--- src/rtl/toy_fetch_ctrl.sv ---
// Fetch sequencer: issues sequential fetch-block PCs to the icache, reserves fetch-buffer
// space for every in-flight request, and flushes/drops stale responses on a redirect.
module toy_fetch_ctrl #(
    parameter int unsigned ADDR_WIDTH  = 32,
    parameter int unsigned DEPTH       = 32,
    parameter int unsigned MUX_IN      = 2,
    parameter int unsigned MAX_OUTST   = 4,
    parameter int unsigned FETCH_BYTES = 4 * MUX_IN
) (
    input  logic                    clk,
    input  logic                    rst,
    input  logic [ADDR_WIDTH-1:0]   boot_pc,
    input  logic                    fe_stall,
    input  logic                    redirect_vld,
    input  logic [ADDR_WIDTH-1:0]   redirect_pc,
    output logic                    ic_req_vld,
    input  logic                    ic_req_rdy,
    output logic [ADDR_WIDTH-1:0]   ic_req_pc,
    input  logic                    ic_rsp_vld,
    input  logic [$clog2(DEPTH):0]  fb_free,
    output logic                    fb_req_vld,
    input  logic                    fb_req_rdy,
    output logic                    fb_cancel_en
);

    localparam int unsigned CNT_W = $clog2(MAX_OUTST) + 1;
    localparam logic [ADDR_WIDTH-1:0] BLK_MASK = ADDR_WIDTH'(FETCH_BYTES - 1);
    localparam logic [ADDR_WIDTH-1:0] BLK_STEP = ADDR_WIDTH'(FETCH_BYTES);
    localparam logic [CNT_W-1:0]      OUTST_MAX = CNT_W'(MAX_OUTST);

    typedef enum logic [1:0] {
        StIdle,
        StRun,
        StFlush
    } state_e;

    state_e                state_q, state_d;
    logic [ADDR_WIDTH-1:0] pc_q, pc_d;
    logic [CNT_W-1:0]      outst_q, outst_d;
    logic [CNT_W-1:0]      drop_q, drop_d;

    logic        req_hs;
    logic        slot_ok;
    logic        room_ok;
    logic [31:0] rsv_need;

    // Worst case every in-flight request (stale ones included) writes MUX_IN entries.
    assign rsv_need  = (32'(outst_q) + 32'd1) * 32'(MUX_IN);
    assign room_ok   = 32'(fb_free) >= rsv_need;
    assign slot_ok   = outst_q < OUTST_MAX;
    assign ic_req_pc = pc_q;

    always_comb begin
        state_d      = state_q;
        pc_d         = pc_q;
        outst_d      = outst_q;
        drop_d       = drop_q;
        ic_req_vld   = 1'b0;
        fb_cancel_en = 1'b0;
        fb_req_vld   = 1'b0;
        req_hs       = 1'b0;

        unique case (state_q)
            StIdle: begin
                pc_d    = boot_pc;
                state_d = StRun;
            end
            StRun: begin
                ic_req_vld = !fe_stall && !redirect_vld && slot_ok && room_ok;
                if (redirect_vld) begin
                    state_d = StFlush;
                end
            end
            StFlush: begin
                fb_cancel_en = 1'b1;
                state_d      = redirect_vld ? StFlush : StRun;
            end
            default: state_d = StIdle;
        endcase

        req_hs     = ic_req_vld && ic_req_rdy;
        fb_req_vld = ic_rsp_vld && (drop_q == '0) && !redirect_vld && (state_q != StFlush);

        if (req_hs && !ic_rsp_vld) begin
            outst_d = outst_q + 1'b1;
        end else if (!req_hs && ic_rsp_vld) begin
            outst_d = outst_q - 1'b1;
        end

        if (req_hs) begin
            pc_d = (pc_q & ~BLK_MASK) + BLK_STEP;
        end

        if (ic_rsp_vld && (drop_q != '0)) begin
            drop_d = drop_q - 1'b1;
        end

        // Everything still in flight after this cycle's response belongs to the old path.
        if (redirect_vld && (state_q != StIdle)) begin
            pc_d   = redirect_pc;
            drop_d = outst_q - CNT_W'(ic_rsp_vld);
        end
    end

    always_ff @(posedge clk) begin
        if (rst) begin
            state_q <= StIdle;
            pc_q    <= '0;
            outst_q <= '0;
            drop_q  <= '0;
        end else begin
            state_q <= state_d;
            pc_q    <= pc_d;
            outst_q <= outst_d;
            drop_q  <= drop_d;
        end
    end

    a_no_rsp_underflow: assert property (@(posedge clk) disable iff (rst)
        !(ic_rsp_vld && (outst_q == '0)));

    a_reservation_held: assert property (@(posedge clk) disable iff (rst)
        !(fb_req_vld && !fb_req_rdy));

    a_drop_within_outst: assert property (@(posedge clk) disable iff (rst)
        drop_q <= outst_q);

endmodule

--- config.mk ---
export PLATFORM = sky130hd
export DESIGN_NAME = toy_fetch_ctrl
export DESIGN_NICKNAME = d
export VERILOG_FILES = /design/src/rtl/toy_fetch_ctrl.sv
export SDC_FILE = /design/constraint.sdc
export NUM_CORES = 1
export LEC_CHECK = 0
export CORE_ASPECT_RATIO = 1.5
export CORE_MARGIN = 3
export CORE_UTILIZATION = 35
export CTS_CLUSTER_DIAMETER = 200
export DETAILED_ROUTE_END_ITERATION = 6
export HOLD_SLACK_MARGIN = 0.06
export PLACE_DENSITY = 0.68
export RECOVER_POWER = 50
export SKIP_CTS_REPAIR_TIMING = 1
export SLEW_MARGIN = 20
export SYNTH_ARGS = -nofsm -noshare
export SYNTH_HDL_FRONTEND = slang
export SYNTH_SLANG_ARGS = --single-unit
--- constraint.sdc ---
create_clock -name clk -period 9.5 [get_ports clk]
set_clock_uncertainty 0.05 [all_clocks]
set_input_delay 1.9 -clock clk [delete_from_list [all_inputs] [get_ports clk]]
set_output_delay 1.9 -clock clk [all_outputs]
set_load 0.02 [all_outputs]
== Yosys cells after proc, flatten, opt, wreduce, memory -nomap -nowiden ==
Index checks and enable logic that the tools add are counted.
W data, S select, Z words.

* Flip-flop bits (word level): 40
* Bits of input ports: 77
* Output and inout bits: 35
* Logic and storage cells: 50

* Add/sub/neg operators: 6
* Order comparisons: 2
* Equality and inequality tests: 4
* Mux-type cells: 12
* Reduce and logical (&&, ||, !) cells: 22

{| class="wikitable"
|+ Operator list
! cell !! number
|-
| $mux W32 || 3
|-
| $add A32 B4 Y32 const B || 1
|-
| $mux W3 || 4
|-
| $logic_and A1 B1 Y1 || 11
|-
| $ge A6 B5 Y1 || 1
|-
| $pmux W2 S3 || 1
|-
| $reduce_bool A2 Y1 || 3
|-
| $reduce_bool A3 Y1 || 2
|-
| $sub A3 B1 Y3 const B || 2
|-
| $add A3 B1 Y4 const B || 1
|-
| $logic_not A1 Y1 || 4
|-
| $mux W2 || 2
|-
| $ne A2 B2 Y1 const B || 2
|-
| $add A3 B1 Y3 const B || 1
|-
| $logic_not A3 Y1 || 1
|-
| $lt A3 B3 Y1 const B || 1
|-
| $sub A3 B1 Y3 || 1
|-
| $eq A2 B1 Y1 const B || 1
|-
| $eq A2 B2 Y1 const B || 1
|-
| $logic_not A2 Y1 || 1
|-
| $mux W1 || 2
|}

== Depth between registers and ports, before layout ==
* Depth in word-level cells: 10
* Depth in mapped cells: 15
* Depth with buffers taken out: 13

== Worst setup path after synthesis ==
OpenSTA, ideal clock, no wires.

* Path kind: input -> output
* Start: in redirect_vld
* End: out fb_req_vld
* Data arrival time: 2797 ps
* Required time: 7550 ps
* Setup slack: 4753 ps
* Stages on the path: 2
* Path buffers: 1
* Cells stage by stage: clkbuf_1 -> nor4_1

* Cells in the longest elaborated chain, start to end: 3

{| class="wikitable"
|+ RTL lines
! item !! line !! text
|-
| start: declaration || 14 || <nowiki>input logic redirect_vld,</nowiki>
|-
| $logic_not A1 Y1 || 82 || <nowiki>fb_req_vld = ic_rsp_vld && (drop_q == '0) && !redirect_vld && (state_q != StFlush);</nowiki>
|-
| $logic_and A1 B1 Y1 (2 in series) || 82 ||
|-
| end: declaration || 21 || <nowiki>output logic fb_req_vld,</nowiki>
|}

Every way passes these cells.

== Final worst setup path ==
* Start: in redirect_vld
* End: out ic_req_vld

* Cells in the longest elaborated chain, start to end: 5

{| class="wikitable"
|+ RTL lines
! item !! line !! text
|-
| $logic_not A1 Y1 || 69 || <nowiki>ic_req_vld = !fe_stall && !redirect_vld && slot_ok && room_ok;</nowiki>
|-
| $logic_and A1 B1 Y1 (3 in series) || 69 ||
|-
| $mux W1 || 63 || <nowiki>unique case (state_q)</nowiki>
|-
| end: declaration || 16 || <nowiki>output logic ic_req_vld,</nowiki>
|}

Every way passes these cells.

==> summary.txt <==
Placement
  – Routability Congestion: 0.792
  – Detail Placement HPWL: about 6.7 mm
  – Placed insts: 564
  – IO buf count: 110
  – Placed cell area: around 4000 µm²

Detailed routing
  – Final antenna-violating net count: 0
  – WL final: 9.10 mm
  – Iteration count of the initial detailed-routing pass: 4
  – Wire length per cell: 15.9 µm
  – Post-route DRC: 0
  – Via count: 3093
  – DRT iter0 DRCs: about 190
  – Average vias per placed instance: 5.42

Logic synthesis
  – Synth Instances: 368
  – Top FF cell, synth: dfxtp_1
  – Synth cell count leaders: nor2_1, dfxtp_1, a21oi_1
  – XOR/XNOR Fraction of Synth Area: 7.51%
  – Count of cell types in the netlist: 60
  – Register area share after synthesis: 27.5%
  – Mapped Area: 2910 µm²
  – Synthesized area per cell: 7.92 µm²
  – Ys async rst share: 0%
  – Largest family of logic cells by synthesized area: compound AO/OA/AOI/OAI gates
  – Synth Area in Adders: 5.75%
  – YS warnings: 0
  – Synth area leader: dfxtp_1
  – Top-count cell post-synth: nor2_1
  – Syn Nets: 457
  – Compound-gate portion of the synthesized area: 27.3%
  – Largest cells by area after synthesis: dfxtp_1, a21oi_1, nor2_1, a211oi_1, ha_1
  – #FFs+latches synth: 40
  – Post-synth top area share: 27.5%
  – Post-synthesis simple-gate area fraction: about 24%
  – Post-synth EDFFs: 0
  – Mux contribution to synthesized area: less than 1%

Worst setup path
  – WP depth: 4
  – Reg2reg end: outst_q[2]
  – Setup crit start: redirect_vld
  – WP data arrival: 3.77 ns
  – Worst R2R Start: outst_q[0]
  – Critical path class: in2out
  – Critical-path maximum fanout: 13
  – Crit path required time: 7.55 ns
  – CP max-delay cell: dlygate4sd3_1
  – Worst-path cell chain: dlygate4sd3_1 -> nor4_2 -> o21a_1 -> clkdlybuf4s50_1
  – Cell count of the worst reg-to-reg path: 13
  – Buffers & Inverters on Critical Path: 2
  – Worst path max stage delay: 0.73 ns
  – Worst setup path endpoint: ic_req_vld
  – Crit end category: output port
  – Reg2Reg Setup Slack: 5.65 ns
  – Crit path launch type: input pin
  – CP delay by family, top: buffers and inverters

Pwr
  – Power density cells: approximately 140 nW/µm²
  – Leakage power: 1.58 nW
  – Sw Pwr: roughly 0.00019 W
  – Clk pwr share: 28.8%
  – Pint: 0.000378 W
  – Combinational share of power: 33.2%
  – Tot Pwr: 0.000566 W
  – Sw frac: around 33%
  – Worst vdd ir: 90.4 µV
  – Sequential fraction of design power: 38.1%

CTS
  – CTS tree: done
  – Clk buf depth: 2
  – Clock buffer count from CTS: 5
  – CTS clk-pin slew, worst paths: 0.06 ns
  – Clk Latency, worst-skew pair: 0.28 ns
  – H-tree depth: 2
  – CTS Sinks: 40
  – Clock root buffer: clkbuf_16

Floorplanning
  – Top Ports: ~110
  – Chip Width: between 80 and 90 µm
  – Initial core utilization: 36.2%
  – Die area: 9480 µm²
  – Die Y: roughly 120 µm
  – Row cnt: 40
  – Core area: 8060 µm²

STA
  – Slew @ Worst Pin: a little under 1 ns
  – Final Hold Fails: 0
  – Slew Limit Headroom: 34.0%
  – Fin Setup TNS: 0 ns
  – Max-slew violation count: 0
  – Final setup vio count: 0
  – Final Critical Period: 5.72 ns
  – Fmax: about 0.17 GHz
  – RSZ-0062 raised after global routing: false
  – Final period util: 60.2%

GRT
  – Global Route Usage Sum: 19.8%
  – Met3 GRT Util: 3.98%
  – Global-route wire length before repair: 15.1 mm
  – GR Layer Usage met1: between 20% and 30%
  – Grt total ovfl: 0
  – Met2 usage: 35.7%
  – Global routing's busiest layer: met2
  – Largest net degree at the start of global routing: 49
  – Vias in the first global route: approximately 3300
  – Initial antenna violation count: 0

Final layout
  – Area grow syn2layout: 41.7%
  – Share of layout cells above drive strength 1: just over 5%
  – # fillers: just under 800
  – Inserted Diodes: 0
  – Cell area after layout: just over 4000 µm²
  – Nets: about 560
  – Final cell count without fillers: 571

Job
  – Maxcap violations: 0

Worst hold path
  – Hold WC Path Type: reg2reg

Status
  – Status: finished, final reports clean
==> per-stage QoR <==
step | setup WS, ns | hold slack [ns] | util [%]
floorplan | 4.75 | 0.477 | -
global placement | 3.79 | 0.459 | 49.6
detailed placement | 3.80 | 0.477 | 49.6
CTS | 3.79 | 0.493 | 51.3
global route | 3.70 | 0.517 | 51.3
finish | 3.78 | 0.490 | 51.3
==> cells by family after synthesis <==
group / count (synthesis)
muxes: 1
buffers and inverters: 34
DFF: 40
adders and majority gates: 13
AOI/OAI and AO/OA: 121
and+or+nand+nor: 134
xor gates and xnor gates: 25
==> cell type report <==
cell class | count | area, µm² | area share, %
Timing Repair Buffer | 113 | 1120 | 27.2
Tap cell | 105 | 131 | 3.18
Inverter | 12 | 45.0 | 1.09
Sequential cell | 40 | 801 | 19.4
Clock buffer | 6 | 129 | 3.12
Multi-Input combinational cell | 294 | 1900 | 45.9
Clock inverter | 1 | 5.00 | 0.121
==> state kept, by name, summed over array words and instances (netlist names) <==
| signal | flops |
|---|---|
| drop_q | 3 |
| state_q | 2 |
| ic_req_pc | 32 |
| outst_q | 3 |
==> power by group through the flow <==
stage	combinational [W]	clock, W	sequential, W
2_1_floorplan	0.0000977	0	0.000231
3_3_place_gp	0.000190	0	0.000219
3_5_place_dp	0.000194	0	0.000220
4_1_cts	0.000195	0.000166	0.000216
5_1_grt	0.000207	0.000171	0.000219
6_report	0.000187	0.000163	0.000215
==> cell usage in the layout, fill, tap and decap left out, types with 2 or more instances in the layout <==
master	Yosys	final
a211o_1	3	3
a211oi_1	19	19
a211oi_2	2	2
a21o_1	9	9
a21oi_1	37	37
a221oi_1	4	4
a22oi_1	4	4
and2_1	3	3
and3_1	2	2
buf_4	3	3
clkbuf_16	0	5
clkdlybuf4s50_1	0	76
dfxtp_1	40	40
dlygate4sd3_1	0	34
ha_1	11	11
inv_1	11	11
nand2_1	26	27
nand2b_1	3	3
nand3_1	17	17
nand3b_1	3	3
nand4_1	6	6
nor2_1	48	48
nor2_4	2	2
nor2b_1	2	2
nor3_1	4	4
nor3_4	2	2
nor3b_1	3	3
o211ai_1	9	9
o21a_1	3	3
o21ai_0	19	19
o22ai_1	3	3
o31ai_1	2	2
xnor2_1	12	12
xor2_1	13	13
==> worst min path at each step <==
stage | to | depth (start not counted) | slack, ns | from
after floorplan | outst_q[2] | 2 | 0.48 | outst_q[2]
after CTS | ic_req_pc[29] | 2 | 0.49 | ic_req_pc[29]
final | ic_req_pc[25] | 2 | 0.49 | ic_req_pc[25]
after detailed placement | ic_req_pc[29] | 2 | 0.48 | ic_req_pc[29]
after global routing | ic_req_pc[24] | 2 | 0.52 | ic_req_pc[24]
after global placement | ic_req_pc[28] | 2 | 0.46 | ic_req_pc[28]
==> worst reg2reg max path, cell delays in order (launching register included) <==
cell      delay (ns)
dfxtp_1         0.36
ha_1            0.23
xnor2_1         0.13
ha_1            0.30
nand3_1         0.08
a21oi_1         0.23
o211ai_2        0.34
inv_2           0.71
ha_1            0.33
inv_1           0.06
fa_1            0.38
xor2_1          0.16
or3_1           0.30
a21oi_1         0.14
==> per-layer routing <==
| layer | share of wire [%] | vias up |
|---|---|---|
| met3 | 6.5 | 9 |
| met2 | 53 | 94 |
| met4 | 1.5 | 0 |
| li1 | - | 1535 |
| met1 | 39 | 1455 |
| met5 | 0 | - |
No activity file was read; power rests on OpenSTA's default activity.
